[config.mk]
export PLATFORM = sky130hd
export DESIGN_NAME = fifo_rd_stream
export DESIGN_NICKNAME = d
export VERILOG_FILES = /design/src/rtl/async_fifo_pkg.sv /design/src/rtl/rd_skid_buf.sv /design/src/rtl/fifo_rd_stream.sv
export SDC_FILE = /design/constraint.sdc
export NUM_CORES = 1
export LEC_CHECK = 0
export BUFFER_PORTS_ARGS = -buffer_cell sky130_fd_sc_hd__buf_2
export CAP_MARGIN = 20
export CORE_MARGIN = 2
export CORE_UTILIZATION = 30
export DETAILED_ROUTE_END_ITERATION = 7
export PLACE_DENSITY = 0.55
export SLEW_MARGIN = 10
export SYNTH_ARGS = -nofsm -noshare
export SYNTH_HDL_FRONTEND = slang
export SYNTH_HIERARCHICAL = 1
export SYNTH_SLANG_ARGS = --single-unit
[constraint.sdc]
create_clock -name r_clk -period 2.6 [get_ports r_clk]
set_input_delay 0.26 -clock r_clk [delete_from_list [all_inputs] [get_ports r_clk]]
set_output_delay 0.26 -clock r_clk [all_outputs]
set_load 0.01 [all_outputs]
[src/rtl/async_fifo_pkg.sv]
// async_fifo_pkg: types and constants shared by the async FIFO read-side logic
package async_fifo_pkg;
    localparam int DATA_WIDTH_DEF = 8;
    localparam int RD_LATENCY = 1;
    typedef enum logic [1:0] {OCC_EMPTY, OCC_ONE, OCC_TWO} occ_e;
endpackage

[src/rtl/rd_skid_buf.sv]
// rd_skid_buf: 2-entry ordered buffer, entry 0 is the head; a capture lands in the first free slot after a pop shift
module rd_skid_buf
    import async_fifo_pkg::*;
#(
    parameter int DATA_WIDTH = DATA_WIDTH_DEF
) (
    input  logic                  clk,
    input  logic                  rst_n,
    input  logic                  push,
    input  logic [DATA_WIDTH-1:0] din,
    input  logic                  pop,
    output logic [1:0]            occ,
    output logic [DATA_WIDTH-1:0] head
);
    occ_e state, state_nxt;
    logic [DATA_WIDTH-1:0] ent0, ent1, ent0_nxt, ent1_nxt;
    logic [1:0] occ_sum, after_pop;
    logic wr_head;
    always_ff @(posedge clk) begin
        if (!rst_n) begin
            state <= OCC_EMPTY;
            ent0 <= '0;
            ent1 <= '0;
        end else begin
            state <= state_nxt;
            ent0 <= ent0_nxt;
            ent1 <= ent1_nxt;
        end
    end
    always_comb begin
        occ_sum = state + {1'b0, push} - {1'b0, pop};
        state_nxt = occ_e'(occ_sum);
        after_pop = state - {1'b0, pop};
        wr_head = after_pop == 2'd0;
        ent0_nxt = (push && wr_head) ? din : pop ? ent1 : ent0;
        ent1_nxt = (push && !wr_head) ? din : ent1;
    end
    assign occ = state;
    assign head = ent0;
    // The issue rule upstream must keep occupancy within EMPTY..TWO
    assert property (@(posedge clk) disable iff (!rst_n) !(pop && state == OCC_EMPTY));
    assert property (@(posedge clk) disable iff (!rst_n) !(push && !pop && state == OCC_TWO));
endmodule

[src/rtl/fifo_rd_stream.sv]
// fifo_rd_stream: pops the async FIFO and presents its words as a valid/ready stream.
// Define FIFO_RD_STREAM_CNT_EN to add the saturating beat_cnt output.
module fifo_rd_stream
    import async_fifo_pkg::*;
#(
    parameter int DATA_WIDTH = DATA_WIDTH_DEF,
    parameter int BUF_DEPTH = 2
) (
    input  logic                  r_clk,
    input  logic                  rrst_n,
    input  logic                  fifo_empty,
    input  logic [DATA_WIDTH-1:0] fifo_rdata,
    output logic                  fifo_r_en,
    output logic                  m_valid,
    input  logic                  m_ready,
    output logic [DATA_WIDTH-1:0] m_data
`ifdef FIFO_RD_STREAM_CNT_EN
    ,
    output logic [15:0]           beat_cnt
`endif
);
    if (BUF_DEPTH != 2) begin : g_bad_depth
        $error("fifo_rd_stream: BUF_DEPTH must be 2");
    end
    if (RD_LATENCY != 1) begin : g_bad_latency
        $error("fifo_rd_stream: only a 1-cycle FIFO read latency is supported");
    end
    logic inflight, beat;
    logic [1:0] occ;
    logic [2:0] pending;
    assign m_valid = occ != 2'd0;
    assign beat = m_valid & m_ready;
    assign pending = {1'b0, occ} + {2'b0, inflight};
    // A slot freed by this cycle's beat can take a word issued now
    assign fifo_r_en = rrst_n & ~fifo_empty & ((pending < 3'(BUF_DEPTH)) | beat);
    always_ff @(posedge r_clk) begin
        if (!rrst_n) inflight <= 1'b0;
        else inflight <= fifo_r_en;
    end
    rd_skid_buf #(.DATA_WIDTH(DATA_WIDTH)) u_buf (
        .clk   (r_clk),
        .rst_n (rrst_n),
        .push  (inflight),
        .din   (fifo_rdata),
        .pop   (beat),
        .occ   (occ),
        .head  (m_data)
    );
`ifdef FIFO_RD_STREAM_CNT_EN
    always_ff @(posedge r_clk) begin
        if (!rrst_n) beat_cnt <= '0;
        else beat_cnt <= (beat && beat_cnt != 16'hFFFF) ? beat_cnt + 16'd1 : beat_cnt;
    end
`endif
endmodule

Word-level counts from Yosys, hierarchy flattened
Index checks and enable logic that the tools add are counted.
{ "totals": {"word_cells": 22, "register_bits": 19, "output_inout_bits": 10, "input_bits": 12} }
{ "op_classes": {"bitwise": 5, "magnitude_cmp": 1, "muxes": 2, "reduce_logical": 6, "addsub": 4} }
{ "ops": {"columns": ["cell", "count"], "rows": [
  ["2-to-1 mux 8 bit", 2],
  ["nonzero test 2 bit", 2],
  ["subtractor 2 x 1 -> 2 bit", 2],
  ["adder 2 x 1 -> 3 bit", 1],
  ["AND 1 bit", 3],
  ["less-than comparator 3 x 2 -> 1 bit, second input constant", 1],
  ["adder 2 x 1 -> 2 bit", 1],
  ["logical AND 1 bit", 2],
  ["logical NOT 2 bit", 1],
  ["logical NOT 1 bit", 1],
  ["NOT 1 bit", 1],
  ["bitwise OR 1 bit", 1]
]} }

Depth between registers and ports, before layout
Gate-level depths: netlist of run 1.
{ "logic_depth": {"word_depth": 6, "ltp_mapped": 7, "ltp_nobuf": 7} }

Cells and area by module
The synthesis of run 1 kept the hierarchy.
{ "by_module_without_submodules": {"columns": ["module", "instances", "cells_each", "area_each_um2", "seq_area_each_um2"], "rows": [
  ["rd_skid_buf", 1, 103, 1003.5, 360.3],
  ["fifo_rd_stream", 1, 7, 66.3, 20.0]
]} }

Worst setup path after synthesis of run 1
OpenSTA, ideal clock, no wires.
{ "synth_path": {"kind": "reg-to-reg", "startpoint": "reg u_buf.state[1], in the netlist u_buf/occ[1]", "endpoint": "reg u_buf.ent0[0], in the netlist u_buf/head[0]", "period_less_slack_ns": 1.754, "setup_slack_ns": 0.846, "arrival_time_ns": 1.637, "n_path_buf": 2, "t_required_ns": 2.484, "setup_ns": 0.116, "stages_incl_launch_ff": 8, "cell_sequence": "dfxtp_1 -> or2_4 -> and2_4 -> buf_6 -> xnor2_2 -> nand2b_2 -> buf_6 -> o211a_1"} }
{ "synth_via": {"elab_chain_cells": 6, "elab_cells_between_ends": 7, "classes_between": "1 x add/sub; 1 x mux; 1 x bitwise; 4 x reduce/logical"} }
{ "synth_rtl": {"columns": ["item", "line", "rtl"], "rows": [
  ["start: declaration", "rd_skid_buf.sv:15", "occ_e state, state_nxt;"],
  ["start signal: assignment", "rd_skid_buf.sv:25", "state <= state_nxt;"],
  ["nonzero test 2 bit *", "fifo_rd_stream.sv:31", "assign m_valid = occ != 2'd0;"],
  ["net m_valid", "fifo_rd_stream.sv:14", "output logic m_valid,"],
  ["AND 1 bit *", "fifo_rd_stream.sv:32", "assign beat = m_valid & m_ready;"],
  ["net beat", "fifo_rd_stream.sv:28", "logic inflight, beat;"],
  ["subtractor 2 x 1 -> 2 bit", "rd_skid_buf.sv:33", "after_pop = state - {1'b0, pop};"],
  ["logical NOT 2 bit", "rd_skid_buf.sv:34", "wr_head = after_pop == 2'd0;"],
  ["logical AND 1 bit", "rd_skid_buf.sv:35", "ent0_nxt = (push && wr_head) ? din : pop ? ent1 : ent0;"],
  ["2-to-1 mux 8 bit / nonzero test 2 bit (equally long branches)", null, null],
  ["end signal: assignment", "rd_skid_buf.sv:26", "ent0 <= ent0_nxt;"],
  ["end: declaration", "rd_skid_buf.sv:16", "logic [DATA_WIDTH-1:0] ent0, ent1, ent0_nxt, ent1_nxt;"]
]} }
The timed path passes the listed nets; every way through them passes the cells marked *.
A chain may end at the register's enable or synchronous reset.

Worst setup path after layout of run 1
{ "layout_path": {"startpoint": "reg u_buf.state[0], in the netlist u_buf/occ[0]", "endpoint": "reg u_buf.ent0[1], in the netlist u_buf/head[1]"} }
{ "layout_via": {"elab_chain_cells": 6, "elab_cells_between_ends": 7, "classes_between": "1 x add/sub; 1 x mux; 1 x bitwise; 4 x reduce/logical"} }
{ "layout_rtl": {"columns": ["item", "line"], "rows": [
  ["nonzero test 2 bit *", "fifo_rd_stream.sv:31"],
  ["AND 1 bit *", "fifo_rd_stream.sv:32"],
  ["net beat", "fifo_rd_stream.sv:28"],
  ["subtractor 2 x 1 -> 2 bit", "rd_skid_buf.sv:33"],
  ["logical NOT 2 bit", "rd_skid_buf.sv:34"],
  ["logical AND 1 bit", "rd_skid_buf.sv:35"],
  ["2-to-1 mux 8 bit / nonzero test 2 bit (equally long branches)", null]
]} }
Marked as above.

==> results of run 1 <==
[area by class of cell]
cell class                 count  area (um2)  share of cell area
clock buffer                   4        26.3              0.0214
inverter                       3        11.3             0.00916
multi-input combinational     79         626               0.509
sequential                    19         380               0.310
tap                           46        57.6              0.0468
timing repair buffer          24         128               0.104
[path summary, 6_finish.rpt]
kind / endpoint / cells after the start
worst max register to register: u_buf/head[1] / 5
worst min-delay path: inflight / 3
worst min register to register: u_buf/ent1[3] / 2
worst max-delay path: u_buf/head[1] / 5
[per-stage QoR]
step / worst slack [ns] / instances / power [W] / area [um2] / hold slack, ns
5_1_grt: 0.509 / 175 / 0.00141 / 1230 / 0.211
2_1_floorplan: 0.846 / 110 / 0.000974 / 1070 / 0.407
3_3_place_gp: 0.700 / 171 / 0.00115 / 1200 / 0.503
4_1_cts: 0.609 / 175 / 0.00132 / 1230 / 0.190
6_report: 0.624 / 175 / 0.00131 / 1230 / 0.205
3_5_place_dp: 0.631 / 171 / 0.00116 / 1200 / 0.516
[critical path: stages, from the launching register on]
cell and delay [ns]:
dfxtp_1 0.50, or2_4 0.18, and2_4 0.27, xor2_2 0.55, o21ai_0 0.21, o211a_1 0.16
[synth_stat cells]
library cell / count / share of area
xnor2_2: 1 / 0.015
o21ai_1: 2 / 0.0094
nand2b_1: 1 / 0.0059
ha_1: 2 / 0.023
o21ai_0: 6 / 0.028
and2_1: 2 / 0.012
clkbuf_1: 4 / 0.014
buf_6: 2 / 0.021
a21oi_1: 1 / 0.0047
o211a_1: 10 / 0.094
xnor2_1: 2 / 0.016
and2_4: 1 / 0.0082
inv_2: 1 / 0.0035
buf_2: 3 / 0.014
inv_1: 2 / 0.0070
nand3_1: 8 / 0.037
nand4_1: 8 / 0.047
or2_4: 1 / 0.0082
a31oi_1: 8 / 0.047
and4_1: 8 / 0.065
dfxtp_1: 19 / 0.36
xor2_2: 1 / 0.015
mux2i_1: 8 / 0.075
nand4b_1: 8 / 0.065
nand2b_2: 1 / 0.0082
[cells by family (layout without fill, tap and decap cells)]
logic type	after synthesis	in the layout	synth area share
XOR/XNOR	4	4	0.0468
buffers and inverters	12	31	0.0596
flip-flops	19	19	0.356
multiplexers	8	8	0.0749
AO/OA/AOI/OAI	27	27	0.182
AND/OR/NAND/NOR	38	38	0.257
adder cells (fa/ha/maj)	2	2	0.0234
[report_power, final]
part	internal, W	total, W	switching (W)
Clock	0.0000597	0.000155	0.0000953
Combinational	0.000300	0.000684	0.000383
Sequential	0.000394	0.000470	0.0000765
[sequential cells by signal, summed over array words and instances (netlist names)]
register / count
inflight: 1
u_buf/ent1: 8
u_buf/head: 8
u_buf/occ: 2
[placed cells by master, fill, tap and decap left out]
| cell | count |
|---|---|
| xnor2_1 | 2 |
| a31oi_1 | 8 |
| nand2b_2 | 1 |
| xnor2_2 | 1 |
| nand4_1 | 8 |
| o21ai_1 | 2 |
| dfxtp_1 | 19 |
| o211a_1 | 10 |
| and4_1 | 8 |
| inv_2 | 1 |
| o21ai_0 | 6 |
| clkbuf_4 | 3 |
| clkbuf_1 | 1 |
| and2_1 | 2 |
| mux2i_1 | 8 |
| nand4b_1 | 8 |
| or2_4 | 1 |
| ha_1 | 2 |
| xor2_2 | 1 |
| a21oi_1 | 1 |
| and2_4 | 1 |
| nand2b_1 | 1 |
| buf_2 | 21 |
| buf_4 | 3 |
| inv_1 | 2 |
| nand3_1 | 8 |
[routing by layer]
metal | vias to the layer above | routed length (um) | track usage
met2 | 22 | 1250 | 0.247
li1 | 471 | - | -
met1 | 468 | 1210 | 0.153
met5 | - | 0 | 0
met3 | 4 | 91 | 0.0357
met4 | 0 | 39 | 0.0516
==> key figures, run 1 <==
Worst setup path
  – CP Max Fanout: 16
  – Setup slack, reg-to-reg: 0.62 ns
  – Crit Path Class: reg -> reg
  – Reg2reg start: u_buf/occ[0]
  – CP Launch Point: u_buf/occ[0]
  – Setup crit end kind: flop
  – Critical path required time: ~2.8 ns
  – CP startpoint kind: flop
  – Crit path arrival time: roughly 2.2 ns

Routing
  – Detailed Route WL: approximately 2600 um
  – Vias per cell: approximately 5.5
  – Final ANT Viol Nets: 0
  – Post-DR wirelength/cell: around 15 um
  – Routed vias: just under 1000
  – DRC Markers: 0
  – 1st-iter DRT viols: 89
  – Drt first pass iters: 4

Timing
  – Fin crit share: 0.760
  – Final-report hold violation count: 0
  – Final setup fails: 0
  – Peak Freq: between 500 and 600 MHz
  – Slew margin rel.: 0.560
  – Setup TNS Final: 0 ns
  – Worst Skew: around 0.0028 ns
  – Pins over their slew limit: 0
  – Worst-Margin Slew: 0.661 ns
  – RSZ-0062 raised after global routing: false
  – Tmin final: roughly 2 ns

Flow run
  – Max Cap Viol: 0

CTS
  – CTS Hold Buffers Added: 0
  – Post-CTS setup buffer count: 0
  – Worst-path clk slew: about 0.11 ns
  – # H-tree levels: 1
  – Clk buf depth: 2
  – Clock Tree Root: clkbuf_4
  – Clk Latency, worst-skew pair: roughly 0.3 ns
  – CTS resizes: 0
  – CTS sink count: 19
  – CTS buffer count: 3
  – CTS tree: done

Yosys
  – Post-Syn Area: between 0.001 and 0.0015 mm2
  – Synth Register Bits: 19
  – YS warnings: 6
  – Sequential element share of the synthesized area: 0.356
  – Synth Area per Inst: 9.73 um2
  – Post-synth cell types: 25
  – Cells after Synth: 110
  – Syn Nets: between 100 and 150

Layout
  – Nets: between 100 and 150
  – Fill cells: about 360
  – Layout cell share with drive strength beyond 1: 0.256
  – Area grow syn2layout: 14.9%
  – Core Util, Final: 0.362
  – Diode count: 0

Worst hold path
  – Hold Startpoint: fifo_empty
  – Min-delay worst type: in -> reg

Pwr
  – Max VDD drop: ~0.00046 V
  – Static Leakage: about 0.57 nW
  – Pwr dens: 1070 mW/mm2

Die
  – Placeable Area: between 0.003 and 0.004 mm2
  – Chip Width: 63.7 um
  – Row count: 21
  – I/O pins: 22
  – Die H: ~64 um
  – Die area: 0.00406 mm2
  – Starting Density: 0.316

GRT
  – Number of global-route vias before repair: 986
  – Initial antenna violation count: 0
  – GRT overflow: 0
  – Wire length of the first global-routing pass: 4370 um
  – Largest net degree at the start of global routing: 45
  – GR Util All Layers: 0.137

Placement
  – HPWL after detailed placement: around 1700 um
  – Gpl congestion: 0.758
  – PortBufs: 21

Status
  – Outcome: completed
(Power assumes the default switching activity.)
==> run 2, diff against run 1 <==
--- a/config.mk
+++ b/config.mk
@@ -10,7 +10,7 @@
 export CORE_MARGIN = 2
 export CORE_UTILIZATION = 30
 export DETAILED_ROUTE_END_ITERATION = 7
-export PLACE_DENSITY = 0.55
+export PLACE_DENSITY = 0.57
 export SLEW_MARGIN = 10
 export SYNTH_ARGS = -nofsm -noshare
 export SYNTH_HDL_FRONTEND = slang
==> constraint.sdc (replaced) <==
create_clock -name r_clk -period 1.78 [get_ports r_clk]
set_input_delay 0.178 -clock r_clk [delete_from_list [all_inputs] [get_ports r_clk]]
set_output_delay 0.178 -clock r_clk [all_outputs]
set_load 0.01 [all_outputs]
==> key figures, run 2 (synthesis results as in run 1) <==
Status
  – Outcome: completed (unchanged)

CTS
  – Post-CTS setup buffer count: 0 (unchanged)
  – CTS buffer count: 3 (unchanged)
  – Clk Latency, worst-skew pair: 0.29 ns (was 0.30 ns)
  – CTS tree: done (unchanged)
  – # H-tree levels: 1 (unchanged)
  – Worst-path clk slew: 0.11 ns (about the same)
  – Clk buf depth: 2 (unchanged)
  – Clock Tree Root: clkbuf_4 (unchanged)
  – CTS sink count: 19 (unchanged)

Die
  – Row count: 21 (unchanged)
  – Placeable Area: 0.00339 mm2 (unchanged)
  – Starting Density: 0.316 (unchanged)
  – Die area: 0.00406 mm2 (unchanged)
  – Die H: 63.7 um (unchanged)
  – Chip Width: 63.7 um (unchanged)
  – I/O pins: 22 (unchanged)

GRT
  – Number of global-route vias before repair: 949 (was 986)
  – GRT overflow: 0 (unchanged)
  – Grt met3 use: 0.0214 (was 0.0357)
  – Largest net degree at the start of global routing: 28 (was 45)
  – Met1 Use GR: 0.164 (was 0.153)
  – Initial antenna violation count: 0 (unchanged)
  – Top Usage Layer GRT: met2 (unchanged)
  – GR Util met2: 0.217 (was 0.247)
  – GR Util All Layers: 0.133 (was 0.137)
  – Wire length of the first global-routing pass: 4280 um (was 4370 um)

Timing
  – Final-report hold violation count: 0 (unchanged)
  – Min Hold Slack: 0.128 ns (was 0.205 ns)
  – Setup TNS Final: 0 ns (unchanged)
  – Peak Freq: 609 MHz (was 506 MHz)
  – Final setup fails: 0 (unchanged)
  – Slew margin rel.: 0.727 (was 0.560)
  – Fin crit share: 0.922 (was 0.760)
  – Tmin final: 1.64 ns (was 1.98 ns)
  – Worst-Margin Slew: 0.409 ns (was 0.661 ns)
  – Worst Skew: 0.00727 ns (was 0.00281 ns)
  – RSZ-0062 raised after global routing: false (unchanged)
  – Pins over their slew limit: 0 (unchanged)

Layout
  – Sequential cell area: 380 um2 (unchanged)
  – Most frequent cells in the layout: buf_2, dfxtp_1, o211a_1 (unchanged)
  – Fin cells: 179 (was 175)
  – Nets: 148 (was 144)
  – Area taken by multi-input logic gates: 637 um2 (was 626 um2)
  – Area grow syn2layout: 19.9% (was 14.9%)
  – Fill cells: 346 (was 359)
  – Layout cell share with drive strength beyond 1: 0.278 (was 0.256)
  – Commonest non-fill, non-tap cell in the layout: buf_2 (unchanged)
  – Diode count: 0 (unchanged)

Routing
  – Vias per cell: 5.42 (was 5.51)
  – Routed vias: 971 (was 965)
  – Final ANT Viol Nets: 0 (unchanged)
  – Detailed Route WL: 2580 um (was 2590 um)
  – Drt first pass iters: 4 (unchanged)
  – Post-DR wirelength/cell: 14.4 um (was 14.8 um)
  – DRC Markers: 0 (unchanged)
  – 1st-iter DRT viols: 43 (was 89)

Pwr
  – Net Sw Frac: 0.416 (was 0.424)
  – Cell Int Power: 0.00115 W (was 0.000754 W)
  – Max VDD drop: 0.000354 V (was 0.000456 V)
  – Clock network power share: 0.111 (was 0.118)
  – Comb power frac: 0.550 (was 0.522)
  – Pwr dens: 1540 mW/mm2 (was 1070 mW/mm2)
  – Sequential share of power: 0.339 (was 0.359)
  – Static Leakage: 0.597 nW (was 0.571 nW)
  – NetSw: 0.000821 W (was 0.000555 W)

Worst hold path
  – Min-delay worst type: in -> reg (unchanged)

Worst setup path
  – CP Max Fanout: 7 (was 16)
  – Setup crit end kind: flop (unchanged)
  – Critical path required time: 1.98 ns (was 2.80 ns)
  – CP startpoint kind: flop (unchanged)
  – Crit path arrival time: 1.84 ns (was 2.18 ns)
  – Crit Path Class: reg -> reg (unchanged)

Flow run
  – Max Cap Viol: 0 (unchanged)

Placement
  – HPWL after detailed placement: 1750 um (was 1690 um)
  – PortBufs: 21 (unchanged)
  – Gpl congestion: 0.774 (was 0.758)
  – Placed cells: 175 (was 171)
[run 2: cell count changes in the layout (fill, tap and decap cells not counted)]
cell / before / now
buf_4: 3 / 6
buf_12: 0 / 1
xor2_2: 1 / 0
xor2_4: 0 / 1
[run 2: cell type report]
class                           instances  share of cell area
Sequential cell                        19               0.297
Multi-Input combinational cell         79               0.497
Clock buffer                            4              0.0205
Tap cell                               46              0.0449
Timing Repair Buffer                   28               0.133
Inverter                                3             0.00878
[run 2: power by group through the flow]
stage / clock, W / sequential [W] / combinational [W]
global placement: 0 / 0.000668 / 0.00104
CTS: 0.000231 / 0.000668 / 0.00106
detailed placement: 0 / 0.000679 / 0.00106
floorplan: 0 / 0.000719 / 0.000703
global route: 0.000257 / 0.000687 / 0.00119
finish: 0.000220 / 0.000669 / 0.00109
[run 2: per-layer routing]
layer,share of wire,vias up
li1,-,479
met1,0.45,457
met2,0.48,33
met3,0.060,2
met4,0.0074,0
met5,0,-
[run 2: path summary, 6_finish.rpt]
| kind | start | end | slack [ns] | cells past startpoint |
|---|---|---|---|---|
| setup / recovery | u_buf/occ[1] | u_buf/occ[1] | 0.14 | 7 |
| hold / removal | fifo_empty | inflight | 0.13 | 3 |
| setup reg to reg | u_buf/occ[1] | u_buf/occ[1] | 0.14 | 7 |
| hold reg to reg | u_buf/ent1[5] | u_buf/ent1[5] | 0.54 | 2 |
[run 2: metrics by stage]
step	total power, W	worst slack (ns)	utilization	area, um2
2_1_floorplan	0.00142	0.0263	-	1070
3_3_place_gp	0.00171	0.0730	0.367	1240
3_5_place_dp	0.00174	0.0480	0.367	1240
4_1_cts	0.00196	0.0201	0.375	1270
5_1_grt	0.00213	0.0719	0.378	1280
6_report	0.00198	0.139	0.378	1280
[run 2: timing repair]
| item | CTS | global route |
|---|---|---|
| endpoints found under the setup margin | 0 | 8 |
| hold buffers | 0 | 0 |
| resized for setup | 0 | 1 |
[run 2: critical path, stage by stage (launching register included)]
cell and delay (ns):
dfxtp_1 0.33, or2_4 0.24, and2_4 0.21, ha_1 0.28, inv_1 0.04, ha_1 0.17, xnor2_1 0.13, and2_1 0.15
